$ cat config.mk
export PLATFORM = sky130hd
export DESIGN_NAME = muldiv_seq
export DESIGN_NICKNAME = d
export VERILOG_FILES = /design/src/rtl/muldiv_pkg.sv /design/src/rtl/muldiv_step.sv /design/src/rtl/muldiv_seq.sv
export SDC_FILE = /design/constraint.sdc
export NUM_CORES = 1
export LEC_CHECK = 0
export CORE_ASPECT_RATIO = 0.5
export CORE_UTILIZATION = 50
export CTS_CLUSTER_DIAMETER = 40
export DETAILED_ROUTE_END_ITERATION = 8
export PLACE_DENSITY = 0.7
export SLEW_MARGIN = 20
export SYNTH_ARGS = -nofsm -noshare
export SYNTH_HDL_FRONTEND = slang
export SYNTH_SLANG_ARGS = --single-unit
export TNS_END_PERCENT = 5
$ cat constraint.sdc
create_clock -name clk -period 4.7 [get_ports clk]
set_input_delay 1.175 -clock clk [delete_from_list [all_inputs] [get_ports clk]]
set_output_delay 1.175 -clock clk [all_outputs]
set_load 0.02 [all_outputs]
$ cat src/rtl/muldiv_pkg.sv
// Shared constants for the M-extension multiply/divide sequencer and decoder.
package muldiv_pkg;

  localparam int unsigned F3_W = 3;
  localparam int unsigned RD_W = 5;

  localparam logic [F3_W-1:0] MD_MUL    = 3'b000;
  localparam logic [F3_W-1:0] MD_MULH   = 3'b001;
  localparam logic [F3_W-1:0] MD_MULHSU = 3'b010;
  localparam logic [F3_W-1:0] MD_MULHU  = 3'b011;
  localparam logic [F3_W-1:0] MD_DIV    = 3'b100;
  localparam logic [F3_W-1:0] MD_DIVU   = 3'b101;
  localparam logic [F3_W-1:0] MD_REM    = 3'b110;
  localparam logic [F3_W-1:0] MD_REMU   = 3'b111;

  localparam logic [6:0] FUNCT7_MEXT = 7'b0000001;

  typedef enum logic [1:0] {
    ST_IDLE  = 2'd0,
    ST_CALC  = 2'd1,
    ST_FIXUP = 2'd2,
    ST_DONE  = 2'd3
  } state_t;

endpackage

$ cat src/rtl/muldiv_step.sv
// One iteration of the shift-add multiplier or restoring divider on a shared accumulator.
module muldiv_step
  import muldiv_pkg::*;
#(
  parameter int unsigned WIDTH = 32
) (
  input  logic               is_div,
  input  logic [2*WIDTH:0]   acc_in,
  input  logic [WIDTH-1:0]   operand,
  output logic [2*WIDTH:0]   acc_out
);

  logic [WIDTH:0]   upper;
  logic [WIDTH:0]   sum;
  logic [WIDTH:0]   shifted;
  logic [WIDTH+1:0] diff;

  // Multiply: acc = {product_hi, multiplier}; divide: acc = {remainder, dividend/quotient}.
  always_comb begin
    upper   = acc_in[2*WIDTH:WIDTH];
    sum     = upper + {1'b0, operand};
    shifted = acc_in[2*WIDTH-1:WIDTH-1];
    diff    = {1'b0, shifted} - {2'b00, operand};
    if (is_div) begin
      if (diff[WIDTH+1]) acc_out = {shifted, acc_in[WIDTH-2:0], 1'b0};
      else               acc_out = {diff[WIDTH:0], acc_in[WIDTH-2:0], 1'b1};
    end else begin
      acc_out = {1'b0, (acc_in[0] ? sum : upper), acc_in[WIDTH-1:1]};
    end
  end

endmodule

$ cat src/rtl/muldiv_seq.sv
// Multi-cycle RISC-V M-extension sequencer: iterative multiply/divide with pipeline stall.
module muldiv_seq
  import muldiv_pkg::*;
#(
  parameter int unsigned WIDTH = 32
) (
  input  logic             clk,
  input  logic             reset,
  input  logic             req_valid,
  output logic             req_ready,
  input  logic [2:0]       funct3,
  input  logic [WIDTH-1:0] op_a,
  input  logic [WIDTH-1:0] op_b,
  input  logic [4:0]       rd_addr_i,
  input  logic             flush,
  output logic             stall_o,
  output logic             resp_valid,
  output logic [WIDTH-1:0] result,
  output logic [4:0]       rd_addr_o
);

  localparam int unsigned CNT_W = $clog2(WIDTH);
  localparam int unsigned ACC_W = 2*WIDTH+1;
  localparam logic [WIDTH-1:0] MIN_NEG = {1'b1, {(WIDTH-1){1'b0}}};

  state_t            state_q, state_d;
  logic [CNT_W-1:0]  cnt_q, cnt_d;
  logic [F3_W-1:0]   f3_q, f3_d;
  logic [RD_W-1:0]   rd_q, rd_d;
  logic [ACC_W-1:0]  acc_q, acc_d, acc_step;
  logic [WIDTH-1:0]  opb_q, opb_d;
  logic              neg_q, neg_d;
  logic [WIDTH-1:0]  result_q, result_d;
  logic [RD_W-1:0]   rd_out_q, rd_out_d;

  logic              a_sgn, b_sgn, a_neg, b_neg, div_zero, div_ovf;
  logic [WIDTH-1:0]  a_mag, b_mag, dval, dres;
  logic [2*WIDTH-1:0] prod;

  muldiv_step #(.WIDTH(WIDTH)) u_step (
    .is_div  (f3_q[2]),
    .acc_in  (acc_q),
    .operand (opb_q),
    .acc_out (acc_step)
  );

  always_ff @(posedge clk or negedge reset) begin
    if (!reset) begin
      state_q  <= ST_IDLE;
      cnt_q    <= '0;
      f3_q     <= '0;
      rd_q     <= '0;
      acc_q    <= '0;
      opb_q    <= '0;
      neg_q    <= 1'b0;
      result_q <= '0;
      rd_out_q <= '0;
    end else begin
      state_q  <= state_d;
      cnt_q    <= cnt_d;
      f3_q     <= f3_d;
      rd_q     <= rd_d;
      acc_q    <= acc_d;
      opb_q    <= opb_d;
      neg_q    <= neg_d;
      result_q <= result_d;
      rd_out_q <= rd_out_d;
    end
  end

  always_comb begin
    state_d  = state_q;
    cnt_d    = cnt_q;
    f3_d     = f3_q;
    rd_d     = rd_q;
    acc_d    = acc_q;
    opb_d    = opb_q;
    neg_d    = neg_q;
    result_d = result_q;
    rd_out_d = rd_out_q;

    // Operand sign handling, evaluated against the incoming request.
    a_sgn    = (funct3 == MD_MULH) || (funct3 == MD_MULHSU) ||
               (funct3 == MD_DIV)  || (funct3 == MD_REM);
    b_sgn    = (funct3 == MD_MULH) || (funct3 == MD_DIV) || (funct3 == MD_REM);
    a_neg    = a_sgn & op_a[WIDTH-1];
    b_neg    = b_sgn & op_b[WIDTH-1];
    a_mag    = a_neg ? -op_a : op_a;
    b_mag    = b_neg ? -op_b : op_b;
    div_zero = funct3[2] & (op_b == '0);
    div_ovf  = funct3[2] & b_sgn & (op_a == MIN_NEG) & (&op_b);

    prod = neg_q ? -acc_q[2*WIDTH-1:0] : acc_q[2*WIDTH-1:0];
    dval = f3_q[1] ? acc_q[2*WIDTH-1:WIDTH] : acc_q[WIDTH-1:0];
    dres = neg_q ? -dval : dval;

    case (state_q)
      ST_IDLE: begin
        if (req_valid && !flush) begin
          f3_d  = funct3;
          rd_d  = rd_addr_i;
          opb_d = b_mag;
          neg_d = (funct3[2] & funct3[1]) ? a_neg : (a_neg ^ b_neg);
          acc_d = {{(WIDTH+1){1'b0}}, a_mag};
          cnt_d = CNT_W'(WIDTH-1);
          state_d = ST_CALC;
          // Divide-by-zero and signed overflow resolve without iterating.
          if (div_zero) begin
            result_d = funct3[1] ? op_a : '1;
            rd_out_d = rd_addr_i;
            state_d  = ST_DONE;
          end else if (div_ovf) begin
            result_d = funct3[1] ? '0 : op_a;
            rd_out_d = rd_addr_i;
            state_d  = ST_DONE;
          end
        end
      end
      ST_CALC: begin
        if (flush) begin
          state_d = ST_IDLE;
        end else begin
          acc_d = acc_step;
          cnt_d = cnt_q - CNT_W'(1);
          if (cnt_q == '0) state_d = ST_FIXUP;
        end
      end
      ST_FIXUP: begin
        if (flush) begin
          state_d = ST_IDLE;
        end else begin
          if (f3_q[2])              result_d = dres;
          else if (f3_q == MD_MUL)  result_d = prod[WIDTH-1:0];
          else                      result_d = prod[2*WIDTH-1:WIDTH];
          rd_out_d = rd_q;
          state_d  = ST_DONE;
        end
      end
      ST_DONE: state_d = ST_IDLE;
      default: state_d = ST_IDLE;
    endcase
  end

  // Handshake outputs are decoded from state so a flush or request acts in the same cycle.
  always_comb begin
    req_ready  = (state_q == ST_IDLE);
    stall_o    = ((state_q == ST_IDLE) & req_valid & !flush) |
                 (state_q == ST_CALC) | (state_q == ST_FIXUP);
    resp_valid = (state_q == ST_DONE) & !flush;
    result     = result_q;
    rd_addr_o  = rd_out_q;
  end

endmodule

==> run_results.csv, run 1 <==
group,metric,value,unit
run_status,status,"complete, no violations",
drt,routed.top_layer,"met5",
placed_design,numPortBuffers,115,
cells_and_area,fillers,2885,
setup_path,worstSetupStartpointType,"input pin",
clocking,clock_path_buffers,2,
logic_synthesis,syn_area_per_cell,7.52,um^2
floorplan,row_count,45,
timing,period_needed,4.11,ns
clocking,cts_max_level,4,
global_route,grt_usage,32.4,%
power_and_ir_drop,p_leak,7.32,nW
drt,dr.pass1.iters,6,
timing,maxSlewHeadroom,27.7,%
drt,wl_met1,24200,um
logic_synthesis,synth_edf_count,0,
drt,drc_errors,0,
global_route,first_global_vias,14228,
setup_path,crit_path_end_kind,"flip-flop",
setup_path,r2r_start,"acc_q[32]$_DFFE_PN0P_",
drt,ant_nets,0,
timing,hold_viol_final,0,
logic_synthesis,synth_cells,2090,
floorplan,die_h,127,um
cells_and_area,n_antenna_cell,0,
clocking,clkLatencyLatePin,0.47,ns
logic_synthesis,synthArstFlopShare,100,%
global_route,grt_max_degree,76,
clocking,holdBufCountCts,0,
setup_path,crit_type,"in -> reg",
power_and_ir_drop,power_density,589,mW/mm^2
setup_path,crit_start,"op_b[2]",
timing,clock.fmax,0.244,GHz
timing,finClkSkew,0.0134,ns
cells_and_area,multi_input_area,0.0111,mm^2
logic_synthesis,netlist_area,0.0157,mm^2
floorplan,coreArea,0.0306,mm^2
drt,routed-wl-met2,20300,um
cells_and_area,drive_gt1_share,6.53,%
global_route,antenna_found_initial,2,
timing,period_share,87.4,%
cells_and_area,regArea,0.00376,mm^2
global_route,grt_overflow,0,
drt,wl_met3,6000,um
drt,viasPerCell,6.16,
drt,finalWirelength,51500,um
clocking,cts_buffers,17,
flow_run,maxCapViolCount,0,
floorplan,start_util,51.3,%
timing,setup_viol,0,
min_path,worstHoldPathType,"reg -> reg",
cells_and_area,num-nets-final,2266,
clocking,cts_sinks,150,
timing,tightest_slew,1.08,ns
logic_synthesis,synth-seq-area-share,23.9,%
floorplan,pin_count,116,
drt,num_vias,15714,
clocking,post_cts_resized,0,
clocking,cts-root-buf,"clkbuf_16",
logic_synthesis,syn-num-nets,2239,
clocking,post_cts_buffers,0,
setup_path,path_max_fanout,45,
clocking,tritoncts,"done",
cells_and_area,area_delta_synth_final,13.9,%
setup_path,crit_required,5.05,ns
drt,wire_per_inst,20.2,um
logic_synthesis,yosysUniqueCellTypes,79,
timing,setup_tns,0,ns
min_path,min_from,"result[19]$_DFFE_PN0P_",
logic_synthesis,yosys_register_bits,150,
logic_synthesis,ys_warn_count,0,
floorplan,dieArea,0.0322,mm^2
drt,drt_first_iter_violations,1614,
timing,slew_violations,0,
timing,grt_setup_unrepaired,"no",
clocking,clk_pin_slew_worst_paths,0.07,ns
cells_and_area,utilization,58.5,%
placed_design,dp_hpwl,38500,um
placed_design,place.gp.congestion,0.971,
power_and_ir_drop,vdd_drop_max,0.321,mV
setup_path,cp.arrival,4.46,ns
logic_synthesis,ys.flop_type,"dfrtp_1",
global_route,grt_pass1_wl,81100,um
floorplan,die_x,253,um
where the power goes:
part / switching, mW / total [mW] / internal [mW]
Clock: 0.639 / 1.71 / 1.07
Sequential: 0.916 / 2.60 / 1.68
Combinational: 3.54 / 6.24 / 2.70
Total: 5.10 / 10.5 / 5.45
per-stage QoR:
step           hold WS (ns)  power [mW]  instances  instance area [um^2]  setup WS, ns
2_1_floorplan         0.445        6.93       2090                 15700         0.857
3_3_place_gp          0.457        8.60       2521                 17200         0.245
3_5_place_dp          0.465        8.67       2521                 17200         0.125
4_1_cts               0.479        10.4       2553                 17900         0.617
5_1_grt               0.492        11.3       2553                 17900         0.324
6_report              0.478        10.5       2553                 17900         0.594
routing by layer:
| layer | vias to the layer above | track usage [%] |
|---|---|---|
| li1 | 7533 | - |
| met3 | 72 | 9.35 |
| met4 | 2 | 8.73 |
| met1 | 7336 | 48.7 |
| met5 | - | 0 |
| met2 | 771 | 44.4 |
critical path, stage by stage:
cell	delay (ns)
clkdlybuf4s50_1	0.49
nor3_1	0.32
nand3b_1	0.16
and2b_1	0.30
nand4_1	0.20
nor4_4	0.29
and3_1	0.41
nor4_1	0.15
or2_2	0.34
buf_4	0.26
o311ai_0	0.35
worst paths after layout:
path / slack (ns) / endpoint / cells after the start
min in group asynchronous: 0.60 / acc_q[38]$_DFFE_PN0P_ / 1
min: 0.48 / result[19]$_DFFE_PN0P_ / 2
max reg2reg: 0.81 / acc_q[63]$_DFFE_PN0P_ / 13
max: 0.59 / result[17]$_DFFE_PN0P_ / 11
min reg2reg: 0.48 / result[19]$_DFFE_PN0P_ / 2
max in group asynchronous: 3.16 / f3_q[2]$_DFFE_PN0P_ / 2
cell type report:
class	count	area share (%)
well taps	423	2.96
repair buffers	161	8.50
multi-input cells	1709	62.0
clock inverters	14	1.50
inverters	78	1.63
flip-flops and latches	150	21.0
clock buffers	18	2.45
Yosys cell counts, types with 4 or more instances:
cell type	count	area share [%]
o31a_1	4	0.22
and3_1	9	0.36
a21o_1	35	1.7
mux2_2	15	1.1
a221oi_1	9	0.50
nand2b_1	22	0.88
maj3_1	22	1.4
o211ai_1	15	0.72
and2_1	11	0.44
nand4_1	21	0.84
dfrtp_1	150	24
buf_2	19	0.60
o22ai_1	6	0.24
nor2b_1	21	0.84
o21ai_1	7	0.22
a22oi_1	9	0.43
nor4_1	26	1.0
xnor2_1	122	6.8
nor3_1	51	1.6
a211oi_1	35	1.7
o221ai_1	8	0.45
o21a_1	4	0.19
or4_1	10	0.48
o21ai_0	244	7.8
xor2_1	81	4.5
o31ai_1	38	1.8
a22o_1	11	0.61
buf_1	13	0.31
a221o_1	7	0.45
a31oi_1	19	0.76
a21oi_1	148	4.7
mux2i_1	86	5.5
or2_2	8	0.32
nand3_1	24	0.76
ha_1	71	5.7
and4_1	4	0.22
inv_1	75	1.8
o21bai_1	7	0.33
clkbuf_1	116	2.8
nor2_1	129	3.1
or3_1	16	0.64
nand2_1	289	6.9
o41ai_1	13	0.72
cells in the final DEF, fill, tap and decap left out, drive strengths merged, types with 7 or more instances in the layout:
master and instances:
a22o 11, mux2i 86, nor4 28, dfrtp 150, nor3 51, a221oi 10
o211ai 15, nor2 130, and2 12, a211oi 36, and3 9, bufinv 7
mux2 15, xor2 81, a31oi 19, maj3 22, inv 80, or2 9
o31ai 41, nor2b 21, nand3 24, a21o 35, xnor2 122, nand4 21
o221ai 8, clkbuf 18, or3 19, ha 71, or4 11, buf 47
clkdlybuf4s50 114, o41ai 14, o21ai 251, a221o 7, a22oi 9, nand2 289
o21bai 7, nand2b 24, a21oi 148
kinds of logic (layout without fill, tap and decap cells):
group | after synthesis | after routing | share of synthesized area [%]
DFF | 150 | 150 | 23.9
muxes | 101 | 101 | 6.55
adders and majority gates | 95 | 95 | 7.31
AOI/OAI and AO/OA | 647 | 647 | 25.2
buffers and inverters | 231 | 271 | 5.84
and+or+nand+nor | 663 | 663 | 19.9
xor gates and xnor gates | 203 | 203 | 11.3
registers in the layout, summed over array words and instances (netlist names):
register,cells
rd_addr_o,5
result,32
acc_q,65
state_q,2
neg_q,1
f3_q,3
cnt_q,5
opb_q,32
rd_q,5
Power figures use the tool's default switching activity.
==> run 2, diff against run 1 <==
--- a/config.mk
+++ b/config.mk
@@ -6,6 +6,7 @@
 export NUM_CORES = 1
 export LEC_CHECK = 0
 export CORE_ASPECT_RATIO = 0.5
+export CORE_MARGIN = 2
 export CORE_UTILIZATION = 50
 export CTS_CLUSTER_DIAMETER = 40
 export DETAILED_ROUTE_END_ITERATION = 8
==> run 2 against run 1 <==
- register-to-register slack lost 0.04 ns
- first-iteration DRC count grew 4.5%
- worst hold slack lost 0.0033 ns
- final cell count grew 0.59%
- sequential power shrank 6%
- total power shrank 1.2%
- critical path depth is the same
- routed wire length shrank 0.66%
- clock skew shrank 0.0024 ns
- largest cell class unchanged
- setup slack lost 0.053 ns
==> run_results.csv, run 2 (same netlist as run 1, synthesis figures left out) <==
group,metric,value,unit
run_status,status,"complete, no violations",
cells_and_area,multi_input_area,0.0111,mm^2
floorplan,pin_count,116,
cells_and_area,n_antenna_cell,0,
placed_design,dp_hpwl,38600,um
power_and_ir_drop,power,10.4,mW
global_route,grt_overflow,0,
timing,slew_violations,0,
cells_and_area,regArea,0.00376,mm^2
setup_path,cp.buffers_inverters,2,
drt,drc_errors,0,
clocking,clkLatencyLatePin,0.46,ns
drt,wire_per_inst,19.9,um
placed_design,pre_cts_slack,0.153,ns
clocking,post_cts_buffers,0,
timing,clock.fmax,0.240,GHz
global_route,antenna_found_initial,0,
power_and_ir_drop,p_seq_share,23.4,%
placed_design,numPortBuffers,115,
power_and_ir_drop,power_density,581,mW/mm^2
cells_and_area,area_delta_synth_final,14.2,%
clocking,clock_path_buffers,2,
power_and_ir_drop,intPower,5.34,mW
setup_path,crit_required,5.04,ns
clocking,holdBufCountCts,0,
cells_and_area,fillers,2881,
clocking,post_cts_resized,0,
timing,finClkSkew,0.0110,ns
setup_path,worstPathCellList,"clkdlybuf4s50_1 -> nor3_1 -> nand3b_1 -> and2b_1 -> nand4_1 -> nor4_4 -> and3_1 -> nor4_1 -> or2_2 -> buf_12 -> o311ai_0",
setup_path,crit_path_end_kind,"flip-flop",
setup_path,crit_family,"simple AND/OR/NAND/NOR gates",
cells_and_area,utilization,58.6,%
setup_path,worstSetupStartpointType,"input pin",
timing,final.setup.worst_slack,0.541,ns
drt,num_vias,15754,
drt,dr.pass1.iters,5,
cells_and_area,largest_register,"acc_q",
timing,tightest_slew,0.960,ns
power_and_ir_drop,vdd_drop_max,0.355,mV
timing,setup_viol,0,
floorplan,row_count,45,
global_route,first_global_vias,14163,
timing,grt_setup_unrepaired,"no",
clocking,tritoncts,"done",
timing,hold_viol_final,0,
cells_and_area,drive_gt1_share,7.13,%
clocking,cts-root-buf,"clkbuf_16",
clocking,cts_max_level,4,
min_path,worstHoldPathType,"reg -> reg",
clocking,cts_sinks,150,
drt,finalWirelength,51100,um
floorplan,die_x,255,um
floorplan,coreArea,0.0306,mm^2
timing,maxSlewHeadroom,34.4,%
setup_path,cp_slowest_stage_delay,0.49,ns
power_and_ir_drop,clkPwrFrac,13.7,%
timing,setup_tns,0,ns
timing,period_needed,4.16,ns
placed_design,place.gp.congestion,0.982,
power_and_ir_drop,p_sw_share,48.7,%
floorplan,start_util,51.3,%
global_route,grt_pass1_wl,80300,um
setup_path,worst_path_max_delay_cell,"clkdlybuf4s50_1",
power_and_ir_drop,combPwrFrac,62.8,%
cells_and_area,largest_reg_flops,65,
flow_run,maxCapViolCount,0,
floorplan,dieArea,0.0330,mm^2
global_route,grt_max_degree,87,
setup_path,path_max_fanout,44,
cells_and_area,final_cell_mix,"nand2_1 (289), o21ai_0 (244), a21oi_1 (148)",
timing,period_share,88.5,%
clocking,cts_buffers,17,
setup_path,crit_type,"in -> reg",
global_route,grt_usage,31.3,%
floorplan,die_h,129,um
drt,viasPerCell,6.13,
clocking,clk_pin_slew_worst_paths,0.06,ns
power_and_ir_drop,power.net_switching,5.08,mW
drt,drt_first_iter_violations,1687,
drt,ant_nets,0,
cells_and_area,final_common_cell,"nand2_1",
cells_and_area,num-nets-final,2281,
setup_path,cp.arrival,4.50,ns
power_and_ir_drop,p_leak,7.37,nW
run 2: cell count changes in the layout (fill, tap and decap cells not counted):
cell        previous run  this run
buf_4                 44        57
bufinv_16              7         3
clkinv_2               0         4
inv_6                  3         0
clkinvlp_4             2         4
buf_12                 2         3
buf_16                 0         1
clkbuf_1               0         1
run 2: power by group through the flow:
stage | registers, mW | clock network [mW] | logic, mW
2_1_floorplan | 2.10 | 0 | 4.83
3_3_place_gp | 2.42 | 0 | 6.26
5_1_grt | 2.50 | 1.50 | 7.17
6_report | 2.44 | 1.43 | 6.55
3_5_place_dp | 2.43 | 0 | 6.34
4_1_cts | 2.41 | 1.45 | 6.37
run 2: final timing paths:
kind / start / endpoint / slack, ns / depth (start not counted)
min in group asynchronous: reset / opb_q[6]$_DFFE_PN0P_ / 0.77 / 1
min: result[19]$_DFFE_PN0P_ / result[19]$_DFFE_PN0P_ / 0.47 / 2
max reg2reg: acc_q[0]$_DFFE_PN0P_ / result[26]$_DFFE_PN0P_ / 0.77 / 12
max in group asynchronous: reset / result[25]$_DFFE_PN0P_ / 3.04 / 2
max: op_b[2] / result[17]$_DFFE_PN0P_ / 0.54 / 11
min reg2reg: result[19]$_DFFE_PN0P_ / result[19]$_DFFE_PN0P_ / 0.47 / 2
run 2: per-layer routing:
layer	vias up	GRT usage [%]	wire length, um	share of wire (%)
li1	7566	-	-	-
met1	7394	47.9	24300	48
met2	719	44.4	20500	40
met3	75	6.15	5370	11
met4	0	8.12	940	1.8
met5	-	0	0	0
run 2: worst register-to-register path, delay by kind of cell, from the launching register on:
family	cells	cell delay, ns
simple gates	5	1.16
buf+inv	2	0.57
fa+ha+maj	1	0.28
xor+xnor	1	0.15
compound gates	3	1.23
flops	1	0.38
run 2: through the flow:
stage / instances / area (um^2) / hold slack, ns
after detailed placement: 2535 / 17300 / 0.466
after CTS: 2567 / 17900 / 0.480
after global routing: 2568 / 17900 / 0.507
after floorplan: 2090 / 15700 / 0.445
after global placement: 2535 / 17300 / 0.456
final: 2568 / 17900 / 0.475
run 2: area by class of cell:
cell class | instances | area share (%)
clock buffers | 19 | 2.47
clock inverters | 13 | 0.878
inverters | 78 | 1.63
multi-input cells | 1709 | 61.8
flip-flops and latches | 150 | 21.0
well taps | 423 | 2.95
repair buffers | 176 | 9.29
==> run 3, diff against run 2 <==
--- a/config.mk
+++ b/config.mk
@@ -5,12 +5,13 @@
 export SDC_FILE = /design/constraint.sdc
 export NUM_CORES = 1
 export LEC_CHECK = 0
+export CAP_MARGIN = 10
 export CORE_ASPECT_RATIO = 0.5
 export CORE_MARGIN = 2
 export CORE_UTILIZATION = 50
 export CTS_CLUSTER_DIAMETER = 40
 export DETAILED_ROUTE_END_ITERATION = 8
-export PLACE_DENSITY = 0.7
+export DONT_BUFFER_PORTS = 1
 export SLEW_MARGIN = 20
 export SYNTH_ARGS = -nofsm -noshare
 export SYNTH_HDL_FRONTEND = slang
==> run 3 against run 2 <==
- combinational power is 9.6% lower
- routed wire length is 4.6% higher
- core utilization is 4.2 points lower
- critical path type is now reg -> reg
- critical endpoint is now acc_q[63]$_DFFE_PN0P_
==> run_results.csv, run 3 (same netlist as run 1, synthesis figures left out) <==
group,metric,value,unit
setup_path,worst_path_max_delay_cell,"dfrtp_1",
setup_path,crit_type,"reg -> reg",
timing,period_needed,3.94,ns
clocking,cts_buffers,17,
clocking,post_cts_resized,0,
flow_run,maxCapViolCount,0,
clocking,clock_path_buffers,2,
cells_and_area,fin_area,0.0167,mm^2
cells_and_area,drive_gt1_share,6.52,%
timing,setup_tns,0,ns
power_and_ir_drop,vdd_drop_max,0.281,mV
timing,period_share,83.8,%
drt,wl_met3,5500,um
clocking,cts_sinks,150,
cells_and_area,num-nets-final,2146,
cells_and_area,largest_reg_flops,65,
drt,ant_nets,0,
placed_design,dp_cells,2401,
timing,finClkSkew,0.00956,ns
run_status,status,"complete, no violations",
timing,setup_viol,0,
clocking,holdBufCountCts,0,
cells_and_area,final_cell_mix,"nand2_1 (289), o21ai_0 (244), a21oi_1 (148)",
setup_path,worstSetupStartpointType,"flip-flop",
setup_path,path_max_fanout,12,
global_route,grt_pass1_wl,82200,um
setup_path,worstPathCellList,"ha_1 -> inv_1 -> fa_1 -> nand2b_1 -> a21oi_1 -> o21ai_0 -> a21oi_1 -> o21ai_0 -> a21oi_1 -> o21ai_0 -> o21ai_0 -> mux2i_1 -> nand3_1",
setup_path,r2r_cells,13,
setup_path,crit_family,"compound AO/OA/AOI/OAI gates",
cells_and_area,final_common_cell,"nand2_1",
floorplan,start_util,51.3,%
timing,clock.fmax,0.254,GHz
min_path,worstHoldPathType,"in -> async",
clocking,cts-root-buf,"clkbuf_16",
timing,hold_viol_final,0,
clocking,cts_max_level,4,
cells_and_area,area_delta_synth_final,5.99,%
setup_path,r2r_start,"acc_q[32]$_DFFE_PN0P_",
drt,drt_first_iter_violations,1673,
clocking,clk_pin_slew_worst_paths,0.07,ns
clocking,post_cts_buffers,0,
setup_path,crit_path_end_kind,"flip-flop",
placed_design,placed_cell_area,0.0160,mm^2
drt,wire_per_inst,22.0,um
global_route,grt_overflow,0,
global_route,grt_max_degree,151,
setup_path,crit_top_cell,"o21ai_0",
cells_and_area,n_antenna_cell,0,
timing,slew_violations,0,
drt,drc_errors,0,
floorplan,die_x,255,um
placed_design,numPortBuffers,0,
placed_design,dp_hpwl,39200,um
floorplan,pin_count,116,
timing,tightest_slew,1.05,ns
placed_design,place.gp.congestion,0.940,
global_route,antenna_found_initial,0,
setup_path,cp.arrival,4.29,ns
drt,wl_met1,26300,um
drt,num_vias,15176,
drt,finalWirelength,53500,um
floorplan,row_count,45,
cells_and_area,largest_register,"acc_q",
floorplan,die_h,129,um
setup_path,cp_slowest_stage_delay,0.60,ns
cells_and_area,stdcell_count,2433,
setup_path,crit_required,5.05,ns
clocking,clkLatencyLatePin,0.47,ns
drt,dr.pass1.iters,6,
global_route,grt_usage,32.6,%
power_and_ir_drop,p_leak,6.84,nW
drt,routed-wl-met2,21000,um
timing,grt_setup_unrepaired,"no",
drt,viasPerCell,6.24,
global_route,first_global_vias,13724,
setup_path,cp.buffers_inverters,1,
timing,maxSlewHeadroom,30.1,%
cells_and_area,multi_input_area,0.0111,mm^2
setup_path,r2r_end,"acc_q[63]$_DFFE_PN0P_",
setup_path,reg2reg_slack,0.76,ns
cells_and_area,fillers,3025,
floorplan,coreArea,0.0306,mm^2
drt,routed.top_layer,"met4",
power_and_ir_drop,power_density,613,mW/mm^2
cells_and_area,regArea,0.00376,mm^2
clocking,tritoncts,"done",
power_and_ir_drop,power,10.2,mW
floorplan,dieArea,0.0330,mm^2
-- run 3: cell count changes in the layout (fill, tap and decap cells not counted), sizes merged --
cell,before,now
buf,62,41
bufinv,3,6
clkbuf,19,20
clkdlybuf4s50,114,0
clkinv,7,3
clkinvlp,4,3
inv,77,78
-- run 3: final cells by class --
cell class              count  share of cell area (%)
repair buffers             41                    1.85
well taps                 423                    3.18
multi-input cells        1709                    66.6
flip-flops and latches    150                    22.6
inverters                  78                    1.76
clock buffers              20                    2.68
clock inverters            12                    1.35
-- run 3: worst reg2reg max path: cells and delay by family (launching register included) --
kind,cells,cell delay [ns]
AO/OA/AOI/OAI,7,2.03
adder cells (fa/ha/maj),2,0.66
flip-flops,1,0.60
AND/OR/NAND/NOR,2,0.27
multiplexers,1,0.22
buffers and inverters,1,0.06
-- run 3: how the worst max path moves through the flow --
stage / slack [ns] / start / depth (start not counted) / to
2_1_floorplan: 0.86 / f3_q[1]$_DFFE_PN0P_ / 15 / result[26]$_DFFE_PN0P_
3_3_place_gp: 0.38 / op_b[2] / 10 / result[30]$_DFFE_PN0P_
3_5_place_dp: 0.24 / op_b[2] / 10 / result[30]$_DFFE_PN0P_
4_1_cts: 0.74 / op_b[2] / 10 / result[30]$_DFFE_PN0P_
5_1_grt: 0.54 / acc_q[32]$_DFFE_PN0P_ / 13 / acc_q[63]$_DFFE_PN0P_
6_report: 0.76 / acc_q[32]$_DFFE_PN0P_ / 13 / acc_q[63]$_DFFE_PN0P_
-- run 3: routing by layer --
layer,vias up,global-route usage (%)
li1,7292,-
met1,7183,50.6
met2,653,45.3
met3,48,7.13
met4,0,7.16
met5,-,0
-- run 3: stage by stage --
stage | hold slack, ns | utilization, % | setup WS, ns
6_report | 0.402 | 54.4 | 0.759
5_1_grt | 0.386 | 54.4 | 0.542
4_1_cts | 0.391 | 54.4 | 0.740
3_5_place_dp | 0.463 | 52.2 | 0.245
3_3_place_gp | 0.458 | 52.2 | 0.380
2_1_floorplan | 0.445 | - | 0.857
-- run 3: where the power goes --
group / internal (mW) / switching [mW]
combinational: 2.47 / 3.44
clock: 1.01 / 0.628
sequential: 1.68 / 0.980
